File: config.mk
export PLATFORM = sky130hd
export DESIGN_NAME = branch_resolve_unit_flat
export DESIGN_NICKNAME = d
export VERILOG_FILES = /design/src/rtl/branch_pkg.sv /design/src/rtl/branch_resolve_unit_if.sv /design/src/rtl/bht_2bit.sv /design/src/rtl/branch_resolve_unit.sv /design/src/flat_wrapper.sv
export SDC_FILE = /design/constraint.sdc
export NUM_CORES = 1
export LEC_CHECK = 0
export BUFFER_PORTS_ARGS = -buffer_cell sky130_fd_sc_hd__buf_2
export CORE_UTILIZATION = 45
export CTS_BUF_LIST = sky130_fd_sc_hd__clkbuf_2 sky130_fd_sc_hd__clkbuf_4 sky130_fd_sc_hd__clkbuf_8
export DETAILED_ROUTE_END_ITERATION = 10
export MAX_ROUTING_LAYER = met4
export PLACE_DENSITY = 0.66
export SETUP_SLACK_MARGIN = 0.02
export SLEW_MARGIN = 20
export SYNTH_ARGS = -nofsm -noshare
export SYNTH_HDL_FRONTEND = slang
export SYNTH_HIERARCHICAL = 1
export SYNTH_SLANG_ARGS = --single-unit
File: constraint.sdc
create_clock -name clk -period 5 [get_ports clk]
set_clock_uncertainty 0.05 [all_clocks]
set_input_delay 0.75 -clock clk [delete_from_list [all_inputs] [get_ports clk]]
set_output_delay 0.75 -clock clk [all_outputs]
set_load 0.1 [all_outputs]
File: src/rtl/branch_pkg.sv
// Shared types, opcode constants and immediate extractors for the branch resolve unit.
// No ports; imported by bht_2bit and branch_resolve_unit.
package branch_pkg;

    typedef enum logic [2:0] {
        BEQ,
        BNE,
        BLT,
        BGE,
        BLTU,
        BGEU,
        BR_NOP
    } br_cmp_t;

    localparam logic [6:0] OPC_BRANCH = 7'b1100011;
    localparam logic [6:0] OPC_JAL    = 7'b1101111;
    localparam logic [6:0] OPC_JALR   = 7'b1100111;

    // Weakly not-taken.
    localparam logic [1:0] BHT_INIT = 2'b01;

    function automatic logic [31:0] imm_b(input logic [31:0] i);
        return {{19{i[31]}}, i[31], i[7], i[30:25], i[11:8], 1'b0};
    endfunction

    function automatic logic [31:0] imm_j(input logic [31:0] i);
        return {{11{i[31]}}, i[31], i[19:12], i[20], i[30:21], 1'b0};
    endfunction

    function automatic logic [31:0] imm_i(input logic [31:0] i);
        return {{20{i[31]}}, i[31:20]};
    endfunction

    // funct3 values 2 and 3 have no compare and map to BR_NOP.
    function automatic br_cmp_t decode_cmp(input logic [2:0] funct3);
        unique case (funct3)
            3'd0:    return BEQ;
            3'd1:    return BNE;
            3'd4:    return BLT;
            3'd5:    return BGE;
            3'd6:    return BLTU;
            3'd7:    return BGEU;
            default: return BR_NOP;
        endcase
    endfunction

endpackage

File: src/rtl/branch_resolve_unit_if.sv
// Handshake and data bundle of the branch resolve unit.
// master: producer/consumer side (drives instruction, operands, flush, out_ready).
// slave:  the unit (drives in_ready and all out_* results).
interface branch_resolve_unit_if #(
    parameter int unsigned XLEN = 32
);
    logic            flush;
    logic            in_valid;
    logic            in_ready;
    logic [31:0]     instruction_code;
    logic [XLEN-1:0] pc;
    logic [XLEN-1:0] rs1_data;
    logic [XLEN-1:0] rs2_data;
    logic            out_valid;
    logic            out_ready;
    logic            out_is_branch;
    logic            out_illegal;
    logic            out_pred_taken;
    logic            out_taken;
    logic            out_redirect;
    logic [XLEN-1:0] out_target;
    logic [XLEN-1:0] out_link;

    modport master (
        output flush, in_valid, instruction_code, pc, rs1_data, rs2_data, out_ready,
        input  in_ready, out_valid, out_is_branch, out_illegal, out_pred_taken, out_taken,
               out_redirect, out_target, out_link
    );

    modport slave (
        input  flush, in_valid, instruction_code, pc, rs1_data, rs2_data, out_ready,
        output in_ready, out_valid, out_is_branch, out_illegal, out_pred_taken, out_taken,
               out_redirect, out_target, out_link
    );
endinterface

File: src/rtl/bht_2bit.sv
// Array of 2-bit saturating direction counters.
// Ports: clk/reset (sync, active-high, all counters -> BHT_INIT), rd_idx/rd_ctr (combinational
// read), wr_en/wr_idx/wr_inc (single update port: increment if wr_inc else decrement).
module bht_2bit
    import branch_pkg::*;
#(
    parameter int unsigned DEPTH = 16,
    parameter int unsigned IDX_W = $clog2(DEPTH)
) (
    input  logic             clk,
    input  logic             reset,
    input  logic [IDX_W-1:0] rd_idx,
    output logic [1:0]       rd_ctr,
    input  logic             wr_en,
    input  logic [IDX_W-1:0] wr_idx,
    input  logic             wr_inc
);
    logic [1:0] ctr_q [DEPTH];
    logic [1:0] wr_cur;
    logic [1:0] wr_nxt;

    assign rd_ctr = ctr_q[rd_idx];
    assign wr_cur = ctr_q[wr_idx];

    always_comb begin
        wr_nxt = wr_cur;
        if (wr_inc) begin
            if (wr_cur != 2'b11) wr_nxt = wr_cur + 2'd1;
        end else begin
            if (wr_cur != 2'b00) wr_nxt = wr_cur - 2'd1;
        end
    end

    always_ff @(posedge clk) begin
        if (reset) begin
            for (int i = 0; i < int'(DEPTH); i++) ctr_q[i] <= BHT_INIT;
        end else if (wr_en) begin
            ctr_q[wr_idx] <= wr_nxt;
        end
    end
endmodule

File: src/rtl/branch_resolve_unit.sv
// Branch decode-and-resolve stage feeding the fetch redirect path.
// Ports: clk, reset (sync, active-high), bus (branch_resolve_unit_if.slave): input instruction,
// pc and operands with in_valid/in_ready and flush; one registered result with
// out_valid/out_ready carrying branch kind, prediction, resolved direction, target and link.
module branch_resolve_unit
    import branch_pkg::*;
#(
    parameter int unsigned XLEN          = 32,
    parameter int unsigned BHT_DEPTH     = 16,
    parameter bit          SUPPORT_JUMPS = 1'b1
) (
    input logic                  clk,
    input logic                  reset,
    branch_resolve_unit_if.slave bus
);
    localparam int unsigned IDX_W = $clog2(BHT_DEPTH);

    logic [6:0]      opcode;
    logic [2:0]      funct3;
    br_cmp_t         cmp;
    logic            is_cond, is_jal, is_jalr, is_branch, illegal;
    logic [31:0]     imm32;
    logic [XLEN-1:0] imm;
    logic            eq, lt_s, lt_u, cond_taken, taken, pred;
    logic [XLEN-1:0] target, link;
    logic [IDX_W-1:0] bht_idx;
    logic [1:0]      bht_ctr;
    logic            in_ready, accept;

    logic            valid_q, is_branch_q, illegal_q, pred_q, taken_q;
    logic [XLEN-1:0] target_q, link_q;

    assign opcode  = bus.instruction_code[6:0];
    assign funct3  = bus.instruction_code[14:12];
    assign cmp     = decode_cmp(funct3);
    assign is_cond = (opcode == OPC_BRANCH);
    assign is_jal  = SUPPORT_JUMPS && (opcode == OPC_JAL);
    assign is_jalr = SUPPORT_JUMPS && (opcode == OPC_JALR) && (funct3 == 3'd0);
    assign is_branch = is_cond || is_jal || is_jalr;
    assign illegal = is_cond && (cmp == BR_NOP);

    always_comb begin
        imm32 = imm_b(bus.instruction_code);
        if (is_jal)  imm32 = imm_j(bus.instruction_code);
        if (is_jalr) imm32 = imm_i(bus.instruction_code);
    end
    // Size cast of a signed operand sign-extends to XLEN.
    assign imm = XLEN'($signed(imm32));

    assign eq   = (bus.rs1_data == bus.rs2_data);
    assign lt_s = ($signed(bus.rs1_data) < $signed(bus.rs2_data));
    assign lt_u = (bus.rs1_data < bus.rs2_data);

    always_comb begin
        cond_taken = 1'b0;
        unique case (cmp)
            BEQ:     cond_taken = eq;
            BNE:     cond_taken = !eq;
            BLT:     cond_taken = lt_s;
            BGE:     cond_taken = !lt_s;
            BLTU:    cond_taken = lt_u;
            BGEU:    cond_taken = !lt_u;
            default: cond_taken = 1'b0;
        endcase
    end

    assign bht_idx = bus.pc[IDX_W+1:2];
    // Jumps never consult the table; non-branches predict nothing.
    assign pred  = is_cond ? bht_ctr[1] : 1'b0;
    assign taken = is_cond ? cond_taken : (is_jal || is_jalr);
    assign link  = bus.pc + XLEN'(4);

    always_comb begin
        target = '0;
        if (is_cond || is_jal) target = bus.pc + imm;
        if (is_jalr)           target = (bus.rs1_data + imm) & {{(XLEN-1){1'b1}}, 1'b0};
    end

    assign in_ready = !valid_q || bus.out_ready;
    assign accept   = bus.in_valid && in_ready && !bus.flush;

    bht_2bit #(
        .DEPTH (BHT_DEPTH),
        .IDX_W (IDX_W)
    ) u_bht (
        .clk    (clk),
        .reset  (reset),
        .rd_idx (bht_idx),
        .rd_ctr (bht_ctr),
        .wr_en  (accept && is_cond && !illegal),
        .wr_idx (bht_idx),
        .wr_inc (cond_taken)
    );

    always_ff @(posedge clk) begin
        if (reset) begin
            valid_q     <= 1'b0;
            is_branch_q <= 1'b0;
            illegal_q   <= 1'b0;
            pred_q      <= 1'b0;
            taken_q     <= 1'b0;
            target_q    <= '0;
            link_q      <= '0;
        end else if (accept) begin
            valid_q     <= 1'b1;
            is_branch_q <= is_branch;
            illegal_q   <= illegal;
            pred_q      <= pred;
            taken_q     <= taken;
            target_q    <= target;
            link_q      <= link;
        end else if (bus.flush || bus.out_ready) begin
            valid_q     <= 1'b0;
        end
    end

    assign bus.in_ready       = in_ready;
    assign bus.out_valid      = valid_q;
    assign bus.out_is_branch  = is_branch_q;
    assign bus.out_illegal    = illegal_q;
    assign bus.out_pred_taken = pred_q;
    assign bus.out_taken      = taken_q;
    assign bus.out_redirect   = taken_q ^ pred_q;
    assign bus.out_target     = target_q;
    assign bus.out_link       = link_q;
endmodule

File: src/flat_wrapper.sv
// flat-port wrapper written by rule: the top's interface ports become plain ports
module branch_resolve_unit_flat import branch_pkg::*;
#(
    parameter int unsigned XLEN          = 32,
    parameter int unsigned BHT_DEPTH     = 16,
    parameter bit          SUPPORT_JUMPS = 1'b1
)
  (clk, reset, bus_flush, bus_in_valid, bus_instruction_code, bus_pc, bus_rs1_data, bus_rs2_data, bus_out_ready, bus_in_ready, bus_out_valid, bus_out_is_branch, bus_out_illegal, bus_out_pred_taken, bus_out_taken, bus_out_redirect, bus_out_target, bus_out_link);
  branch_resolve_unit_if #(.XLEN(XLEN)) bus_i ();
  input logic clk;
  input logic reset;
  input wire logic [$bits(bus_i.flush)-1:0] bus_flush;
  input wire logic [$bits(bus_i.in_valid)-1:0] bus_in_valid;
  input wire logic [$bits(bus_i.instruction_code)-1:0] bus_instruction_code;
  input wire logic [$bits(bus_i.pc)-1:0] bus_pc;
  input wire logic [$bits(bus_i.rs1_data)-1:0] bus_rs1_data;
  input wire logic [$bits(bus_i.rs2_data)-1:0] bus_rs2_data;
  input wire logic [$bits(bus_i.out_ready)-1:0] bus_out_ready;
  output wire logic [$bits(bus_i.in_ready)-1:0] bus_in_ready;
  output wire logic [$bits(bus_i.out_valid)-1:0] bus_out_valid;
  output wire logic [$bits(bus_i.out_is_branch)-1:0] bus_out_is_branch;
  output wire logic [$bits(bus_i.out_illegal)-1:0] bus_out_illegal;
  output wire logic [$bits(bus_i.out_pred_taken)-1:0] bus_out_pred_taken;
  output wire logic [$bits(bus_i.out_taken)-1:0] bus_out_taken;
  output wire logic [$bits(bus_i.out_redirect)-1:0] bus_out_redirect;
  output wire logic [$bits(bus_i.out_target)-1:0] bus_out_target;
  output wire logic [$bits(bus_i.out_link)-1:0] bus_out_link;
  assign bus_i.flush = bus_flush;
  assign bus_i.in_valid = bus_in_valid;
  assign bus_i.instruction_code = bus_instruction_code;
  assign bus_i.pc = bus_pc;
  assign bus_i.rs1_data = bus_rs1_data;
  assign bus_i.rs2_data = bus_rs2_data;
  assign bus_i.out_ready = bus_out_ready;
  assign bus_in_ready = bus_i.in_ready;
  assign bus_out_valid = bus_i.out_valid;
  assign bus_out_is_branch = bus_i.out_is_branch;
  assign bus_out_illegal = bus_i.out_illegal;
  assign bus_out_pred_taken = bus_i.out_pred_taken;
  assign bus_out_taken = bus_i.out_taken;
  assign bus_out_redirect = bus_i.out_redirect;
  assign bus_out_target = bus_i.out_target;
  assign bus_out_link = bus_i.out_link;
  branch_resolve_unit #(.XLEN(XLEN), .BHT_DEPTH(BHT_DEPTH), .SUPPORT_JUMPS(SUPPORT_JUMPS)) u_core (.clk(clk), .reset(reset), .bus(bus_i));
endmodule
; ---- Yosys cells after proc, flatten, opt, wreduce, memory -nomap -nowiden
; Memories as Yosys holds them, arrays and structs flattened.
; Cells that the tools add are included.
[op_classes]
n_addsub = 5
multipliers = 0
div_mod_pow = 0
order_cmp = 2
eq_ne = 16
shifts = 0
mux = 21
bitwise = 1
n_reduce_logical = 22
[op_table]
columns = operator, n
row1 = 32-bit adder, 2
row2 = 32-bit < comparator, 2
row3 = 32-bit 2-to-1 mux, 2
row4 = 20-bit 2-to-1 mux, 2
row5 = "32-bit by 3-bit adder with 32-bit output, second input constant", 1
row6 = 32-bit equality test, 1
row7 = "3-bit equality test, second input constant", 7
row8 = "7-bit equality test, second input constant", 3
row9 = 3-bit case mux with 6 select lines, 1
row10 = 1-bit 2-to-1 mux, 10
row11 = 2-bit 2-to-1 mux, 4
row12 = "3-bit by 1-bit equality test with 1-bit output, second input constant", 2
row13 = "3-bit by 2-bit equality test with 1-bit output, second input constant", 2
row14 = 1-bit logical AND, 6
row15 = 1-bit zero test, 6
row16 = 3-bit zero test, 2
row17 = 1-bit case mux with 6 select lines, 1
row18 = 1-bit logical OR, 5
row19 = 4-bit 2-to-1 mux, 1
row20 = 2-bit nonzero test, 2
row21 = "2-bit by 1-bit adder with 2-bit output, second input constant", 1
row22 = "2-bit inequality test, second input constant", 1
row23 = 2-bit OR reduction, 1
row24 = "2-bit by 1-bit subtractor with 2-bit output, second input constant", 1
row25 = 1-bit XOR, 1
[word_totals]
register_bits = 69
latchBits = 0
ram_bits = 32
romBits = 0
input_bits = 133
output_inout_bits = 71
word_cells = 75
mem_count = 1
[mem_list]
columns = memory, depth, width, rd, rd_clocked_by_memory_dff, write_ports, line_no
row1 = u_core.u_bht.ctr_q, 16, 2, 1, 0, 16, bht_2bit.sv:18  ; logic [1:0] ctr_q [DEPTH];

; ---- Longest topological paths before layout
[logic_depth]
ltp_word = 11
ltp_mapped = 16
ltp_nobuf = 14

; ---- By module
; The synthesis kept the hierarchy.
[modules_own_cells]
columns = module, instances, cells_each, area_per_inst_um2, seq_area_each_um2
row1 = branch_resolve_unit, 1, 1067, 7987.7, 1381.3
row2 = bht_2bit, 1, 153, 1975.6, 960.9

; ---- Worst setup path before layout
; OpenSTA, ideal clock, no wires.
[synth_path]
kind = input port to flip-flop
start = input bus_instruction_code[12]
end = register u_core.target_q[27], in the netlist u_core/bus.out_target[27]
arrival_time_ns = 4.255
required_ns = 4.830
slack_ns = 0.575
path_stages = 16
n_path_buf = 3
cell_sequence = clkbuf_1 nor4_1 and3_1 clkbuf_1 clkbuf_1 nor3_1 nor2_1 ha_1 nand2_1 or4_4 a2111oi_4 nor4b_2 o31ai_4 nand2_1 mux2i_1 o31a_1
[synth_between]
elab_chain_cells = 6
[synth_lines]
columns = element, line_no
row1 = start: declaration, flat_wrapper.sv:14  ; input wire logic [$bits(bus_i.instruction_code)-1:0] bus_instruction_code;
row2 = 3-bit zero test, branch_resolve_unit.sv:38  ; assign is_jalr = SUPPORT_JUMPS && (opcode == OPC_JALR) && (funct3 == 3'd0);
row3 = 1-bit logical AND, branch_resolve_unit.sv:38
row4 = 20-bit 2-to-1 mux, branch_resolve_unit.sv:45  ; if (is_jalr) imm32 = imm_i(bus.instruction_code);
row5 = 32-bit adder, branch_resolve_unit.sv:75  ; if (is_cond || is_jal) target = bus.pc + imm;
row6 = 32-bit 2-to-1 mux, branch_resolve_unit.sv:75
row7 = 32-bit 2-to-1 mux *, branch_resolve_unit.sv:76  ; if (is_jalr) target = (bus.rs1_data + imm) & {{(XLEN-1){1'b1}}, 1'b0};
row8 = end signal: assignment, branch_resolve_unit.sv:110  ; target_q <= target;
row9 = end: declaration, branch_resolve_unit.sv:31  ; logic [XLEN-1:0] target_q, link_q;
; Mark *: on every way between the ends. The rest lies on a longest branch, timed or not.
; A chain may end at the register's enable or synchronous reset.

; ---- Worst setup path in the final report
[layout_path]
start = input bus_instruction_code[5]
end = register u_core.target_q[27], in the netlist u_core/bus.out_target[27]
[layout_between]
elab_chain_cells = 6
[layout_lines]
columns = element, line_no
row1 = 7-bit equality test (on tied branches), "branch_resolve_unit.sv:37, branch_resolve_unit.sv:38"
row2 = 20-bit 2-to-1 mux / 1-bit logical AND (equally long branches), "branch_resolve_unit.sv:44, branch_resolve_unit.sv:38"
row3 = 20-bit 2-to-1 mux, branch_resolve_unit.sv:45
row4 = 32-bit adder, branch_resolve_unit.sv:75
row5 = 32-bit 2-to-1 mux, branch_resolve_unit.sv:75
row6 = 32-bit 2-to-1 mux *, branch_resolve_unit.sv:76
; Marked as above.

==> impl_metrics.py <==
metrics = {
    "outcome": {
        "status": "completed",
    },
    "global_routing": {
        "gr-usage-all-layers": 0.289,
        "grt-ovfl-total": 0,
        "first_global_vias": 9492,
        "grt_max_degree": 63,
        "antenna_found_initial": 0,
        "grt_pass1_wl_microns": 48900,
    },
    "setup_path": {
        "crit_required_ps": 5240,
        "cpMostUsedCell": "nand2_1",
        "crit_type": "primary input to flip-flop",
        "endpoint_kind": "flip-flop",
        "crit_arrival_ps": 4610,
        "max_stage_delay_ps": 530,
        "cp_slowest_cell": "or4_4",
        "cp-start-kind": "primary input",
        "critPathMaxFanout": 11,
        "cp_cell_sequence": "buf_2, and4b_1, and3_1, buf_4, nor2b_1, a21o_1, ha_1, nand2_1, or4_4, a2111oi_4, nor4b_2, o31ai_4, nand2_1, mux2i_1, o31a_1",
    },
    "floorplan": {
        "io_pins": 204,
        "die_w_microns": 150,
        "rows": 53,
        "coreArea_sq_um": 21200,
        "die_area_sq_um": 22500,
        "initial_core_util": 0.464,
        "die_h_microns": 150,
    },
    "sta": {
        "hold_slack_ps": 409,
        "slew_viol_final": 0,
        "max_freq_mhz": 229,
        "post-route-period-util": 0.874,
        "min_period_ps": 4370,
        "final-hold-violation-count": 0,
        "fin_tns_setup_ps": 0,
        "worst_slew_pin_slew_ps": 1010,
        "max_slew_margin": 0.326,
        "rsz0062_at_grt": "false",
        "setup_viol": 0,
    },
    "synth": {
        "syn_area_sq_um": 9850,
        "synth_fp_nets": 1449,
        "yosys_warnings": 6,
        "avgSynthCellArea_sq_um": 8.11,
        "synthesis.instances": 1215,
    },
    "cts": {
        "root_buffer": "clkbuf_8",
        "clk_pin_slew_ps": 110,
        "htree_num_levels": 3,
        "cts_tree": "done",
        "cts_resized": 0,
        "clock_path_buffers": 2,
        "clkSinkCount": 101,
        "postCtsHoldBufs": 0,
        "clkLatencyLatePin_ps": 400,
        "cts_inserted_buffers": 9,
        "post_cts_buffers": 0,
    },
    "route": {
        "detail_route.wirelength_microns": 31000,
        "initialDrtViolationCount": 651,
        "firstDrtPassIters": 5,
        "viasPerCell": 5.97,
        "via_count": 9932,
        "ant_nets": 0,
        "drcViolationCount": 0,
        "wl_per_cell_microns": 18.6,
    },
    "run": {
        "drv_cap": 0,
    },
    "finish": {
        "final_nets": 1619,
        "fillers": 2110,
        "area_growth_pct": 14.5,
        "drive_gt1_frac": 0.210,
        "antenna_cells": 0,
    },
    "power_and_ir_drop": {
        "leakage_nw": 4.99,
        "peakVddDrop_mv": 0.150,
        "p_per_area_nw_per_um2": 226,
        "swShare": 0.424,
        "intPower_mw": 1.47,
        "netSwitchingPower_mw": 1.08,
        "power_frac_seq": 0.353,
        "combPwrFrac": 0.421,
        "power_frac_clock": 0.226,
    },
    "place": {
        "gp_congestion": 0.979,
        "portBuffers": 203,
        "dpl.hpwl_microns": 24300,
    },
    "worst_hold_path": {
        "hold_class": "flip-flop to flip-flop",
    },
}
-- metal layers --
| layer | wire (microns) | track usage | up-vias |
|---|---|---|---|
| met2 | 14600 | 0.472 | 353 |
| met4 | 1170 | 0.122 | 0 |
| li1 | - | - | 4895 |
| met3 | 1870 | 0.0418 | 66 |
| met1 | 13400 | 0.354 | 4618 |
| met5 | 0 | - | - |
-- final cells by class --
| cell class | count | area [sq um] | area share |
|---|---|---|---|
| Multi-Input combinational cell | 1005 | 7080 | 0.627 |
| Sequential cell | 101 | 2340 | 0.208 |
| Timing Repair Buffer | 216 | 1110 | 0.0987 |
| Tap cell | 275 | 344 | 0.0305 |
| Inverter | 52 | 195 | 0.0173 |
| Clock buffer | 9 | 124 | 0.0110 |
| Clock inverter | 7 | 82.6 | 0.00732 |
-- flip-flops by register name, indices dropped and copies added (netlist names) --
register	flops
u_core/bus.out_link	32
u_core/bus.out_target	32
u_core/u_bht/ctr_q	32
u_core/bus.out_illegal	1
u_core/bus.out_is_branch	1
u_core/bus.out_pred_taken	1
u_core/bus.out_taken	1
u_core/bus.out_valid	1
-- power by group through the flow --
stage                     combinational [mW]  clock (mW)  sequential [mW]
final                                   1.07       0.575            0.900
after global placement                  1.06           0            0.918
after floorplan                        0.569           0             1.14
after global routing                    1.16       0.619            0.904
after detailed placement                1.06           0            0.918
after CTS                               1.07       0.592            0.900
-- metrics by stage --
stage,total power [mW],area [sq um],setup slack [ps],cells,utilization
after floorplan,1.71,9850,575,1215,-
after global placement,1.98,11100,434,1649,0.522
after detailed placement,1.98,11100,312,1649,0.522
after CTS,2.56,11300,733,1665,0.531
after global routing,2.69,11300,441,1665,0.531
final,2.55,11300,631,1665,0.531
-- critical path, delay by kind of cell --
| family | cells | cell delay [ps] |
|---|---|---|
| and+or+nand+nor | 7 | 1850 |
| AOI/OAI and AO/OA | 4 | 1310 |
| adders and majority gates | 1 | 290 |
| buffers and inverters | 2 | 260 |
| muxes | 1 | 140 |
-- layout by cell type, fill, tap and decap left out, types with 14 or more instances in the layout --
master and count:
nor2b_1 14, dfxtp_1 69, xor2_1 32, nand2b_1 24, nand3_1 50, inv_1 52
xnor2_1 24, nand4_1 26, buf_2 203, or3_1 15, a21oi_1 78, nor3_1 31
nand2_1 103, and3_1 14, a211oi_1 39, a21o_1 49, ha_1 99, o21ai_0 67
edfxtp_1 32, nor2_1 108, a31oi_1 15
-- path summary, 6_finish.rpt --
path	from	end	slack (ps)	depth (start not counted)
hold reg to reg	u_core/bus.out_link[0]$_SDFFE_PP0P_	u_core/bus.out_link[0]$_SDFFE_PP0P_	410	2
setup reg to reg	u_core/bus.out_valid$_SDFFE_PP0P_	u_core/u_bht/ctr_q[9][0]$_SDFFCE_PN1P_	2230	9
hold / removal	u_core/bus.out_link[0]$_SDFFE_PP0P_	u_core/bus.out_link[0]$_SDFFE_PP0P_	410	2
setup / recovery	bus_instruction_code[5]	u_core/bus.out_target[27]$_SDFFE_PP0P_	630	15
No activity file was read; power rests on OpenSTA's default activity.
